===== src/rtl/fp_mul_round_pack_if.sv =====
// Result back-end bus: multiply-stage beat in, packed binary32 plus flags out.
// master = producer/consumer side (bench or neighbours), slave = the back-end itself.
interface fp_mul_round_pack_if;
  logic [1:0]  rm;
  logic        in_valid;
  logic        in_ready;
  logic        in_sign;
  logic [9:0]  in_exp;
  logic [47:0] in_mant;
  logic        in_nan;
  logic        in_inf;
  logic        in_zero;
  logic        out_valid;
  logic        out_ready;
  logic [31:0] result;
  logic        overflow;
  logic        underflow;
  logic        inexact;
  logic        inf;
  logic        nan;

  modport master (
    output rm, in_valid, in_sign, in_exp, in_mant, in_nan, in_inf, in_zero, out_ready,
    input  in_ready, out_valid, result, overflow, underflow, inexact, inf, nan
  );

  modport slave (
    input  rm, in_valid, in_sign, in_exp, in_mant, in_nan, in_inf, in_zero, out_ready,
    output in_ready, out_valid, result, overflow, underflow, inexact, inf, nan
  );
endinterface


===== src/rtl/fp_mul_round_pack.sv =====
// Normalize/round/pack of a 48-bit significand product to binary32; FP_MUL_SUBNORMAL_EN selects gradual underflow (else flush-to-zero).
// Latency 2 cycles (stage A normalize, stage B round/pack), 1 beat/cycle throughput, 2 beats of storage.
// Stage B holds while out_valid & ~out_ready; in_ready = ~A_valid | ~out_valid | out_ready (combinational from out_ready).
module fp_mul_round_pack #(
  parameter int EXP_WIDTH      = 8,
  parameter int MANTISSA_WIDTH = 23
) (
  input  logic              clk,
  input  logic              rst_n,
  fp_mul_round_pack_if.slave bus
);

  localparam int EXP_MAX = (1 << EXP_WIDTH) - 1;

  // ---------------- stage A: normalize ----------------
  logic               norm;
  logic [23:0]        sig_n;
  logic               g_n, r_n, s_n;
  logic signed [10:0] exp_n;
  logic               tiny_n;
  logic [23:0]        sig_d;
  logic               g_d, r_d, s_d;
`ifdef FP_MUL_SUBNORMAL_EN
  logic signed [10:0] sh_full;
  logic [4:0]         sh;
  logic [51:0]        shv;
`endif

  always_comb begin
    norm = bus.in_mant[47];
    if (norm) begin
      sig_n = bus.in_mant[47:24];
      g_n   = bus.in_mant[23];
      r_n   = bus.in_mant[22];
      s_n   = |bus.in_mant[21:0];
    end else begin
      sig_n = bus.in_mant[46:23];
      g_n   = bus.in_mant[22];
      r_n   = bus.in_mant[21];
      s_n   = |bus.in_mant[20:0];
    end
    exp_n  = {bus.in_exp[9], bus.in_exp} + {10'd0, norm};
    tiny_n = (exp_n <= 11'sd0);
    sig_d  = sig_n;
    g_d    = g_n;
    r_d    = r_n;
    s_d    = s_n;
`ifdef FP_MUL_SUBNORMAL_EN
    // Denormalize by 1 - exp; beyond 26 every significand bit already lands in sticky.
    sh_full = 11'sd1 - exp_n;
    sh      = (sh_full > 11'sd26) ? 5'd26 : sh_full[4:0];
    shv     = {sig_n, g_n, r_n, 26'd0} >> sh;
    if (tiny_n) begin
      sig_d = shv[51:28];
      g_d   = shv[27];
      r_d   = shv[26];
      s_d   = s_n | (|shv[25:0]);
    end
`endif
  end

  logic               a_vld_q;
  logic               a_sign_q, a_g_q, a_r_q, a_s_q, a_tiny_q;
  logic               a_nan_q, a_inf_q, a_zero_q;
  logic [1:0]         a_rm_q;
  logic [23:0]        a_sig_q;
  logic signed [10:0] a_exp_q;
  logic               b_vld_q;
  logic               b_adv;
  logic               in_rdy;

  assign b_adv  = ~b_vld_q | bus.out_ready;
  assign in_rdy = ~a_vld_q | b_adv;
  assign bus.in_ready = in_rdy;

  always_ff @(posedge clk or negedge rst_n) begin
    if (!rst_n) begin
      a_vld_q  <= 1'b0;
      a_sign_q <= 1'b0;
      a_g_q    <= 1'b0;
      a_r_q    <= 1'b0;
      a_s_q    <= 1'b0;
      a_tiny_q <= 1'b0;
      a_nan_q  <= 1'b0;
      a_inf_q  <= 1'b0;
      a_zero_q <= 1'b0;
      a_rm_q   <= 2'd0;
      a_sig_q  <= 24'd0;
      a_exp_q  <= 11'sd0;
    end else begin
      if (in_rdy) a_vld_q <= bus.in_valid;
      if (in_rdy && bus.in_valid) begin
        a_sign_q <= bus.in_sign;
        a_g_q    <= g_d;
        a_r_q    <= r_d;
        a_s_q    <= s_d;
        a_tiny_q <= tiny_n;
        a_nan_q  <= bus.in_nan;
        a_inf_q  <= bus.in_inf;
        a_zero_q <= bus.in_zero | (bus.in_mant == 48'd0);
        a_rm_q   <= bus.rm;
        a_sig_q  <= sig_d;
        a_exp_q  <= exp_n;
      end
    end
  end

  // ---------------- stage B: round and pack ----------------
  logic               inc, inx, away, carry;
  logic [24:0]        sum;
  logic [23:0]        sig_r;
  logic signed [10:0] exp_r;
  logic [31:0]        res_d;
  logic               ovf_d, unf_d, inx_d, inf_d, nan_d;

  always_comb begin
    inx = a_g_q | a_r_q | a_s_q;
    case (a_rm_q)
      2'd0:    inc = a_g_q & (a_r_q | a_s_q | a_sig_q[0]);
      2'd1:    inc = 1'b0;
      2'd2:    inc = inx & ~a_sign_q;
      default: inc = inx & a_sign_q;
    endcase
    away  = (a_rm_q == 2'd0) | ((a_rm_q == 2'd2) & ~a_sign_q) | ((a_rm_q == 2'd3) & a_sign_q);
    sum   = {1'b0, a_sig_q} + {24'd0, inc};
    carry = sum[24];
    sig_r = carry ? 24'h800000 : sum[23:0];
    exp_r = a_exp_q + {10'd0, carry};

    res_d = 32'd0;
    ovf_d = 1'b0;
    unf_d = 1'b0;
    inx_d = 1'b0;
    inf_d = 1'b0;
    nan_d = 1'b0;
    if (a_nan_q) begin
      res_d = 32'h7FC00000;
      nan_d = 1'b1;
    end else if (a_inf_q) begin
      res_d = {a_sign_q, 8'hFF, 23'd0};
      inf_d = 1'b1;
    end else if (a_zero_q) begin
      res_d = {a_sign_q, 31'd0};
    end else if (a_tiny_q) begin
`ifdef FP_MUL_SUBNORMAL_EN
      // A carry into bit 23 is exactly the step up to the smallest normal.
      res_d = {a_sign_q, 7'd0, sig_r[23], sig_r[MANTISSA_WIDTH-1:0]};
      inx_d = inx;
      unf_d = inx;
`else
      res_d = {a_sign_q, 31'd0};
      inx_d = 1'b1;
      unf_d = 1'b1;
`endif
    end else if (exp_r >= 11'(EXP_MAX)) begin
      ovf_d = 1'b1;
      inx_d = 1'b1;
      inf_d = away;
      res_d = away ? {a_sign_q, 8'hFF, 23'd0} : {a_sign_q, 31'h7F7FFFFF};
    end else begin
      res_d = {a_sign_q, exp_r[EXP_WIDTH-1:0], sig_r[MANTISSA_WIDTH-1:0]};
      inx_d = inx;
    end
  end

  logic [31:0] res_q;
  logic        ovf_q, unf_q, inx_q, inf_q, nan_q;

  always_ff @(posedge clk or negedge rst_n) begin
    if (!rst_n) begin
      b_vld_q <= 1'b0;
      res_q   <= 32'd0;
      ovf_q   <= 1'b0;
      unf_q   <= 1'b0;
      inx_q   <= 1'b0;
      inf_q   <= 1'b0;
      nan_q   <= 1'b0;
    end else if (b_adv) begin
      b_vld_q <= a_vld_q;
      if (a_vld_q) begin
        res_q <= res_d;
        ovf_q <= ovf_d;
        unf_q <= unf_d;
        inx_q <= inx_d;
        inf_q <= inf_d;
        nan_q <= nan_d;
      end
    end
  end

  assign bus.out_valid = b_vld_q;
  assign bus.result    = res_q;
  assign bus.overflow  = ovf_q;
  assign bus.underflow = unf_q;
  assign bus.inexact   = inx_q;
  assign bus.inf       = inf_q;
  assign bus.nan       = nan_q;

endmodule


===== src/flat_wrapper.sv =====
// flat-port wrapper written by rule: the top's interface ports become plain ports
module fp_mul_round_pack_flat 
#(
  parameter int EXP_WIDTH      = 8,
  parameter int MANTISSA_WIDTH = 23
)
  (clk, rst_n, bus_rm, bus_in_valid, bus_in_sign, bus_in_exp, bus_in_mant, bus_in_nan, bus_in_inf, bus_in_zero, bus_out_ready, bus_in_ready, bus_out_valid, bus_result, bus_overflow, bus_underflow, bus_inexact, bus_inf, bus_nan);
  fp_mul_round_pack_if bus_i ();
  input  logic clk;
  input  logic rst_n;
  input wire logic [$bits(bus_i.rm)-1:0] bus_rm;
  input wire logic [$bits(bus_i.in_valid)-1:0] bus_in_valid;
  input wire logic [$bits(bus_i.in_sign)-1:0] bus_in_sign;
  input wire logic [$bits(bus_i.in_exp)-1:0] bus_in_exp;
  input wire logic [$bits(bus_i.in_mant)-1:0] bus_in_mant;
  input wire logic [$bits(bus_i.in_nan)-1:0] bus_in_nan;
  input wire logic [$bits(bus_i.in_inf)-1:0] bus_in_inf;
  input wire logic [$bits(bus_i.in_zero)-1:0] bus_in_zero;
  input wire logic [$bits(bus_i.out_ready)-1:0] bus_out_ready;
  output wire logic [$bits(bus_i.in_ready)-1:0] bus_in_ready;
  output wire logic [$bits(bus_i.out_valid)-1:0] bus_out_valid;
  output wire logic [$bits(bus_i.result)-1:0] bus_result;
  output wire logic [$bits(bus_i.overflow)-1:0] bus_overflow;
  output wire logic [$bits(bus_i.underflow)-1:0] bus_underflow;
  output wire logic [$bits(bus_i.inexact)-1:0] bus_inexact;
  output wire logic [$bits(bus_i.inf)-1:0] bus_inf;
  output wire logic [$bits(bus_i.nan)-1:0] bus_nan;
  assign bus_i.rm = bus_rm;
  assign bus_i.in_valid = bus_in_valid;
  assign bus_i.in_sign = bus_in_sign;
  assign bus_i.in_exp = bus_in_exp;
  assign bus_i.in_mant = bus_in_mant;
  assign bus_i.in_nan = bus_in_nan;
  assign bus_i.in_inf = bus_in_inf;
  assign bus_i.in_zero = bus_in_zero;
  assign bus_i.out_ready = bus_out_ready;
  assign bus_in_ready = bus_i.in_ready;
  assign bus_out_valid = bus_i.out_valid;
  assign bus_result = bus_i.result;
  assign bus_overflow = bus_i.overflow;
  assign bus_underflow = bus_i.underflow;
  assign bus_inexact = bus_i.inexact;
  assign bus_inf = bus_i.inf;
  assign bus_nan = bus_i.nan;
  fp_mul_round_pack #(.EXP_WIDTH(EXP_WIDTH), .MANTISSA_WIDTH(MANTISSA_WIDTH)) u_core (.clk(clk), .rst_n(rst_n), .bus(bus_i));
endmodule

===== config.mk =====
export PLATFORM = sky130hd
export DESIGN_NAME = fp_mul_round_pack_flat
export DESIGN_NICKNAME = d
export VERILOG_FILES = /design/src/rtl/fp_mul_round_pack_if.sv /design/src/rtl/fp_mul_round_pack.sv /design/src/flat_wrapper.sv
export SDC_FILE = /design/constraint.sdc
export NUM_CORES = 1
export LEC_CHECK = 0
export CAP_MARGIN = 0
export CORE_MARGIN = 5
export CORE_UTILIZATION = 55
export CTS_CLUSTER_DIAMETER = 30
export DETAILED_ROUTE_END_ITERATION = 16
export PLACE_DENSITY = 0.95
export SYNTH_ARGS = -nofsm -noshare
export SYNTH_HDL_FRONTEND = slang
export SYNTH_SLANG_ARGS = --single-unit

===== constraint.sdc =====
create_clock -name clk -period 7.5 [get_ports clk]
set_input_delay 0.75 -clock clk [delete_from_list [all_inputs] [get_ports clk]]
set_output_delay 0.75 -clock clk [all_outputs]
set_load 0.05 [all_outputs]

; Word level (Yosys, flattened, before mapping)
; Cells that the tools add are included.
[word_totals]
register_bits = 84
elab_cells = 82
[classes]
addsub = 3
n_lt_le_gt_ge = 2
eq_ne = 3
mux = 32
n_bitwise = 17
reduce_logical = 6
[ops]
columns = operator, n
row1 = two-way mux 31 bit, 4
row2 = zero test 48 bit, 1
row3 = two-way mux 24 bit, 2
row4 = two-way mux 32 bit, 1
row5 = adder 24 x 1 -> 25 bit, 1
row6 = two-way mux 1 bit, 23
row7 = two-way mux 23 bit, 1
row8 = OR reduction 22 bit, 1
row9 = OR reduction 21 bit, 1
row10 = adder 10 x 2 -> 11 bit, 1
row11 = adder 11 x 1 -> 11 bit, 1
row12 = >= comparator 11 x 9 -> 1 bit (second input constant), 1
row13 = less-or-equal comparator 11 x 1 -> 1 bit (second input constant), 1
row14 = bitwise OR 1 bit, 9
row15 = AND 1 bit, 5
row16 = == test 2 bit (second input constant), 2
row17 = NOT 1 bit, 3
row18 = case mux 1 bit (3 select lines), 1
row19 = == test 2 x 1 -> 1 bit (second input constant), 1
row20 = zero test 2 bit, 1
row21 = AND reduction 2 bit, 1
row22 = logical AND 1 bit, 1

; Logic depth before layout (Yosys ltp)
; Gate-level depths: netlist (run 1).
[logic_depth]
ltp_word = 12
mapped_depth = 21
depth_no_buf = 19

; Least setup slack after synthesis (run 1)
; OpenSTA, ideal clock, no wires.
[synth_timing]
path_type = flip-flop to flip-flop
start = register u_core.a_rm_q[1]
end = register u_core.res_q[4] (netlist: u_core.bus.result[4])
setup_time_ns = 0.121
arrival_ns = 3.857
required_time_ns = 7.379
setup_slack_ns = 3.522
stages_incl_launch_ff = 22
n_path_buf = 2
path_cell_list = dfrtp_1 nor2b_1 ha_1 nor2_1 nand2_1 o21ai_0 ha_1 ha_1 nand3_1 nor3_4 nand3_2 buf_2 inv_1 ha_1 ha_1 nand4_2 xor2_1 o2bb2ai_2 a32oi_2 o311ai_4 buf_6 o21ai_2
[synth_between]
elab_chain_cells = 10
word_cells_on_any_way = 19
cone_classes = add/sub (2) / order compare (1) / eq/ne (3) / mux (8) / bitwise (4) / reduce/logical (1)
[synth_lines]
columns = item, line_no
row1 = "start, declared", fp_mul_round_pack.sv:65  ; logic [1:0] a_rm_q;
row2 = "start signal, assigned", fp_mul_round_pack.sv:101  ; a_rm_q <= bus.rm;
row3 = "== test 2 bit, or another cell as far along", "fp_mul_round_pack.sv:118, fp_mul_round_pack.sv:124"
row4 = case mux 1 bit (3 select lines) / AND 1 bit (equally long branches), "fp_mul_round_pack.sv:118, fp_mul_round_pack.sv:124"
row5 = adder 24 x 1 -> 25 bit / bitwise OR 1 bit (equally long branches), "fp_mul_round_pack.sv:125, fp_mul_round_pack.sv:124"
row6 = adder 11 x 1 -> 11 bit / bitwise OR 1 bit (equally long branches), "fp_mul_round_pack.sv:128, fp_mul_round_pack.sv:124"
row7 = >= comparator 11 x 9 -> 1 bit / two-way mux 24 bit (equally long branches), "fp_mul_round_pack.sv:155, fp_mul_round_pack.sv:159"
row8 = two-way mux 31 bit *, fp_mul_round_pack.sv:155  ; end else if (exp_r >= 11'(EXP_MAX)) begin
row9 = two-way mux 31 bit *, fp_mul_round_pack.sv:144  ; end else if (a_tiny_q) begin
row10 = two-way mux 31 bit *, fp_mul_round_pack.sv:142  ; end else if (a_zero_q) begin
row11 = two-way mux 31 bit *, fp_mul_round_pack.sv:139  ; end else if (a_inf_q) begin
row12 = two-way mux 32 bit *, fp_mul_round_pack.sv:136  ; if (a_nan_q) begin
row13 = "end signal, assigned", fp_mul_round_pack.sv:181  ; res_q <= res_d;
row14 = "end, declared", fp_mul_round_pack.sv:166  ; logic [31:0] res_q;
; Mark *: on every way between the ends. The rest lies on a longest branch, timed or not.
; A chain may end at the register's enable or synchronous reset.

; Worst setup path in the final report (run 1)
[layout_timing]
start = register u_core.a_rm_q[1]
end = register u_core.inf_q (netlist: u_core.bus.inf)
[layout_between]
elab_chain_cells = 10
word_cells_on_any_way = 17
cone_classes = add/sub (2) / order compare (1) / eq/ne (3) / mux (6) / bitwise (4) / reduce/logical (1)
[layout_lines]
columns = item, line_no
row1 = "== test 2 bit, or another cell as far along", "fp_mul_round_pack.sv:118, fp_mul_round_pack.sv:124"
row2 = case mux 1 bit (3 select lines), fp_mul_round_pack.sv:118  ; case (a_rm_q)
row3 = adder 24 x 1 -> 25 bit, fp_mul_round_pack.sv:125  ; sum = {1'b0, a_sig_q} + {24'd0, inc};
row4 = adder 11 x 1 -> 11 bit, fp_mul_round_pack.sv:128  ; exp_r = a_exp_q + {10'd0, carry};
row5 = >= comparator 11 x 9 -> 1 bit, fp_mul_round_pack.sv:155
row6 = two-way mux 1 bit *, fp_mul_round_pack.sv:155
row7 = two-way mux 1 bit *, fp_mul_round_pack.sv:144
row8 = two-way mux 1 bit *, fp_mul_round_pack.sv:142
row9 = two-way mux 1 bit *, fp_mul_round_pack.sv:139
row10 = two-way mux 1 bit *, fp_mul_round_pack.sv:136
row11 = "end signal, assigned", fp_mul_round_pack.sv:185  ; inf_q <= inf_d;
row12 = "end, declared", fp_mul_round_pack.sv:167  ; logic ovf_q, unf_q, inx_q, inf_q, nan_q;
; Marked as above.

==> results of run 1 <==
==> how the worst max path moves through the flow <==
stage	start	end	slack (ns)
floorplan	u_core.a_rm_q[1]	u_core.bus.result[4]	3.52
global placement	u_core.a_rm_q[1]	u_core.bus.inf	3.14
detailed placement	u_core.a_rm_q[1]	u_core.bus.inf	2.88
CTS	u_core.a_rm_q[1]	u_core.bus.inf	2.89
global route	u_core.a_rm_q[1]	u_core.bus.inf	2.36
finish	u_core.a_rm_q[1]	u_core.bus.inf	2.86
==> cells by family (layout without fill, tap and decap cells) <==
family | after synthesis | in the layout | synth area share, %
AOI/OAI and AO/OA | 132 | 132 | 18.4
xor gates and xnor gates | 36 | 36 | 6.83
adders and majority gates | 7 | 7 | 1.81
buffers and inverters | 32 | 134 | 2.92
DFF | 84 | 84 | 43.4
muxes | 33 | 33 | 7.01
and+or+nand+nor | 189 | 189 | 19.6
==> worst max-delay path, delay by kind of cell, from the launching register on <==
kind	cells	cell delay [ns]
adder cells (fa/ha/maj)	5	1.14
buffers and inverters	1	0.13
AO/OA/AOI/OAI	4	1.13
AND/OR/NAND/NOR	8	1.48
flip-flops	1	0.44
XOR/XNOR	1	0.19
==> power by group through the flow <==
stage	clock network, µW	logic [µW]	registers, µW
detailed placement	0	440	596
floorplan	0	180	682
finish	423	442	590
global placement	0	427	592
CTS	428	444	588
global route	445	479	599
==> registers in the layout, summed over array words and instances (netlist names), 2 cells and up <==
signal / flops
u_core.a_exp_q: 11
u_core.bus.result: 32
u_core.a_sig_q: 24
u_core.a_rm_q: 2
==> per-stage QoR <==
stage                     instances  utilization, %  hold slack [ns]  setup WS, ns
after floorplan                 513               -            0.454          3.52
after global placement          707            69.0            0.462          3.14
after detailed placement        707            69.0            0.470          2.88
after CTS                       723            72.1            0.486          2.89
after global routing            723            72.1            0.524          2.36
final                           723            72.1            0.478          2.86
==> routing by layer <==
layer	part of all wire (%)	GRT usage, %
met1	42	30.7
met4	2.0	7.96
met5	0	0
met3	6.3	4.66
met2	50	39.8
==> layout by cell type (no fill, tap or decap), types with 7 or more instances in the layout <==
cell	netlist	final
inv_1	8	8
o21ai_0	54	54
nor2_1	22	22
nor3_1	11	11
a21oi_1	17	17
nand4_1	8	8
mux2i_1	26	26
ha_1	7	7
a22oi_1	11	11
nor4_1	11	11
nand3_1	19	19
xor2_1	15	15
clkdlybuf4s50_1	0	105
mux2_2	7	7
nand2_1	84	83
xnor2_1	19	18
o21ai_2	20	20
clkbuf_8	0	10
dfrtp_1	84	84
==> cell type report <==
cell class                      instances  area [µm²]
Fill cell                             644        2410
Tap cell                              108         135
Inverter                                8        30.0
Multi-Input combinational cell        397        2610
Sequential cell                        84        2100
Clock buffer                           12         145
Clock inverter                          4         120
Timing Repair Buffer                  110        1090
==> reports/qor.yml, run 1 <==
status: "complete, no violations"
synth_seq_cells: 84
pwr-share-seq_pct: 40.6
clock_latency_ns: 0.36
ys_async_sr_fraction_pct: 100
max_freq_mhz: 216
synth_cell_types: 62
ys.flop_type: "dfrtp_1"
crit_path_end_kind: "flop"
ys_warn_count: 0
stdcell_area_mm2: 0.00623
syn_avg_cell_area_um2: 9.43
grt_pass1_vias: 4407
pwr_density_cell_mw_per_mm2: 234
cap_violations: 0
cts_resized: 0
reg2reg_depth: 19
syn_nets: 588
slew_headroom_pct: 30.6
nets: 685
num_rows: 34
gpl.final_weighted_congestion: 0.861
slowest_stage: "a32o_2"
critPathRequiredTime_ns: 7.76
grt_use_total_pct: 23.7
worst_setup_path_start_kind: "flop"
holdPathStages: 2
r2r_start: "u_core.a_rm_q[1]"
totalPowerFinal_uw: 1460
root_buffer: "clkbuf_8"
grt_pass1_wl_um: 21200
numCtsBuffers: 9
cpPeakStageDelay_ns: 0.49
dieArea_mm2: 0.0108
dr_total_vias: 4279
floorplan.initialDensity_pct: 56.0
p_clk_share_pct: 29.0
antenna_left: 0
drc: 0
dr.pass1.iters: 5
setup_viol: 0
critical_path_class: "reg2reg"
cts_buffer_depth: 2
yosysTopAreaCell: "dfrtp_1"
critical_path.cell_chain: "nor2b_1 -> ha_1 -> nor2_1 -> nand2_1 -> o21ai_0 -> ha_1 -> ha_1 -> nand3_1 -> nor3_4 -> nand3_2 -> inv_1 -> ha_1 -> ha_1 -> nand4_2 -> xor2_1 -> o2bb2ai_2 -> a32o_2 -> nand2_2 -> o41ai_2"
first_iter_violations: 215
gr-total-overflow: 0
placed_cell_area_mm2: 0.00596
syn_to_final_growth_pct: 28.7
postCtsHoldBufs: 0
hold_viol_final: 0
timing.rr.end: "u_core.bus.inf"
syn_area_mm2: 0.00484
grt_max_degree: 85
cts_setup_buffers: 0
p_sw_share_pct: 34.6
crit_top_cell: "ha_1"
clock-sinks: 84
critical_path.max_fanout: 25
post-route-min-period_ns: 4.64
tightestPinTransition_ns: 1.04
worstHoldStart: "u_core.bus.result[11]"
die_width_um: 104
comb_power_share_pct: 30.4
hold_path_class: "reg2reg"
ir_drop_uv: 127
fin_setup_tns_ns: 0
rsz0062_at_grt: "false"
netlist.area_leader.share_pct: 43.4
p_int_uw: 952
synth.area.top_cells: "dfrtp_1, nand2_1, o21ai_0"
period_share_pct: 61.8
min_to: "u_core.bus.result[11]"
antennaDiodeCount: 0
layout-drive-gt1-share_pct: 11.4
tritoncts: "yes"
viasPerCell: 5.92
io_pins: 107
synth-edff-count: 0
synth_seq_area_share_pct: 43.4
synth_cells: 513
dpl.hpwl_um: 9540
core_area_mm2: 0.00864
port-buffer-count: 106
leakagePower_uw: 0.00260
antenna_found_initial: 0
finClkSkew_ns: 0.0150
synth_commonest_cells: "dfrtp_1, nand2_1, o21ai_0, mux2i_1, nor2_1"
htreeDepth: 3
die_h_um: 104
slew_violations: 0
switchingPower_uw: 503
arrival_ns: 4.90
drt_wl_total_um: 12500
r2r_slack_ns: 2.86
clk_pin_slew_ns: 0.08
drt-wirelength-per-cell_um: 17.3
No activity file was read; power rests on OpenSTA's default activity.
==> inputs of run 2 (changes only) <==
--- a/config.mk
+++ b/config.mk
@@ -7,10 +7,10 @@
 export LEC_CHECK = 0
 export CAP_MARGIN = 0
 export CORE_MARGIN = 5
-export CORE_UTILIZATION = 55
+export CORE_UTILIZATION = 46
 export CTS_CLUSTER_DIAMETER = 30
 export DETAILED_ROUTE_END_ITERATION = 16
-export PLACE_DENSITY = 0.95
+export PLACE_DENSITY = 0.88
 export SYNTH_ARGS = -nofsm -noshare
 export SYNTH_HDL_FRONTEND = slang
 export SYNTH_SLANG_ARGS = --single-unit
==> constraint.sdc (replaced) <==
create_clock -name clk -period 4.25 [get_ports clk]
set_input_delay 0.425 -clock clk [delete_from_list [all_inputs] [get_ports clk]]
set_output_delay 0.425 -clock clk [all_outputs]
set_load 0.05 [all_outputs]
==> reports/qor.yml, run 2 (synthesis gave the netlist of run 1 again) <==
tightestPinTransition_ns: 1.02
r2r_slack_ns: 0.27
die_width_um: 113
reg2reg_depth: 20
crit_family: "adder cells"
htreeDepth: 3
postCtsHoldBufs: 0
slew_headroom_pct: 32.1
drt-wirelength-per-cell_um: 16.1
status: "complete, no violations"
nets: 690
slew_violations: 0
clock-sinks: 84
layout-drive-gt1-share_pct: 12.7
num_rows: 37
final_cell_mix: "clkdlybuf4s50_1, dfrtp_1, nand2_1, o21ai_0, mux2i_1"
ir_drop_uv: 178
final_common_cell: "clkdlybuf4s50_1"
cap_violations: 0
hold_path_class: "in2async"
gr-total-overflow: 0
arrival_ns: 4.22
core_area_mm2: 0.0103
crit_buf_inv: 2
finClkSkew_ns: 0.00406
leakagePower_uw: 0.00258
fin_setup_tns_ns: 0
critical_path.cell_chain: "nor2b_1 -> ha_1 -> nor2_1 -> nand2_1 -> o21ai_0 -> ha_2 -> ha_4 -> nand3_4 -> nor3_4 -> nand3_2 -> inv_1 -> ha_2 -> ha_2 -> nand4_2 -> xor2_1 -> o2bb2ai_2 -> a32oi_2 -> o311ai_4 -> clkbuf_16 -> o21ai_2"
cpPeakStageDelay_ns: 0.45
grt_pass1_vias: 4336
critical_path_class: "reg2reg"
cts_setup_buffers: 0
tritoncts: "yes"
dpl.hpwl_um: 9400
critPathRequiredTime_ns: 4.50
die_h_um: 113
crit_path_end_kind: "flop"
clk_pin_slew_ns: 0.08
critical_path.max_fanout: 6
grt_pass1_wl_um: 20500
timing.rr.end: "u_core.bus.result[4]"
cts_buffer_depth: 2
antenna_found_initial: 0
hold_viol_final: 0
port-buffer-count: 106
syn_to_final_growth_pct: 29.9
worst_setup_path_start_kind: "flop"
dr.pass1.iters: 4
drc: 0
first_iter_violations: 185
antenna_left: 0
r2r_start: "u_core.a_rm_q[1]"
layoutNonFillerInstCount: 756
slowest_stage: "o311ai_4"
dieArea_mm2: 0.0127
pwr_density_cell_mw_per_mm2: 377
max_freq_mhz: 252
crit_top_cell: "ha_2"
grt_max_degree: 85
gpl.final_weighted_congestion: 0.869
place_inst: 738
clock_latency_ns: 0.36
antennaDiodeCount: 0
floorplan.initialDensity_pct: 47.1
drt_wl_total_um: 12100
setup_viol: 0
largest_reg_flops: 32
placed_cell_area_mm2: 0.00603
period_share_pct: 93.5
post-route-min-period_ns: 3.98
rsz0062_at_grt: "false"
root_buffer: "clkbuf_8"
stdcell_area_mm2: 0.00629
dr_total_vias: 4206
numCtsBuffers: 9
io_pins: 107
totalPowerFinal_uw: 2370
grt_use_total_pct: 19.7
viasPerCell: 5.56
[run 2: cell count changes in the layout (fill, tap and decap cells not counted), sizes merged]
cell      change
buf           +4
bufinv        -3
clkbuf        +1
clkinv        +1
clkinvlp      +2
[run 2: worst max path at each step]
stage,from,endpoint,slack (ns),cells after the start
floorplan,u_core.a_rm_q[1],u_core.bus.result[4],0.27,21
global placement,u_core.a_rm_q[1],u_core.bus.result[0],0.25,20
detailed placement,u_core.a_rm_q[1],u_core.bus.result[0],0.02,20
CTS,u_core.a_rm_q[1],u_core.bus.result[0],0.06,20
global route,u_core.a_rm_q[1],u_core.bus.result[5],0.04,20
finish,u_core.a_rm_q[1],u_core.bus.result[4],0.27,20
[run 2: cell type report]
cell class              count  area, µm²
flip-flops and latches     84       2100
clock inverters             4       50.0
clock buffers              12        135
fillers                   856       3990
well taps                 136        170
multi-input cells         397       2640
repair buffers            115       1160
inverters                   8       30.0
[run 2: metrics by stage]
| stage | hold WS, ns | setup slack [ns] | utilization (%) |
|---|---|---|---|
| global placement | 0.462 | 0.249 | 58.7 |
| floorplan | 0.129 | 0.272 | - |
| global route | 0.338 | 0.0397 | 61.2 |
| finish | 0.250 | 0.275 | 61.2 |
| CTS | 0.274 | 0.0623 | 60.5 |
| detailed placement | 0.466 | 0.0206 | 58.7 |
[run 2: power by group]
group	switching (µW)	internal (µW)
Clock	275	271
Combinational	473	310
Sequential	128	915
[run 2: what timing repair did]
item                                    in CTS  in global routing
endpoints found under the setup margin       4                 25
pin swaps                                    0                  2
cloned                                       0                  2
gates resized for setup                      1                  6
[run 2: per-layer routing]
layer / vias to the layer above / part of all wire (%) / track usage [%]
met5: - / 0 / 0
met4: 0 / 2.0 / 8.09
met3: 19 / 4.9 / 3.23
met2: 131 / 49 / 32.2
met1: 2005 / 44 / 26.0
li1: 2051 / - / -
[run 2: worst reg2reg max path, cell delays in order (launching register included)]
cell	delay (ns)
dfrtp_1	0.42
nor2b_1	0.15
ha_1	0.27
nor2_1	0.10
nand2_1	0.05
o21ai_0	0.09
ha_2	0.25
ha_4	0.17
nand3_4	0.11
nor3_4	0.17
nand3_2	0.10
inv_1	0.08
ha_2	0.21
ha_2	0.22
nand4_2	0.17
xor2_1	0.20
o2bb2ai_2	0.19
a32oi_2	0.18
o311ai_4	0.45
clkbuf_16	0.24
o21ai_2	0.06
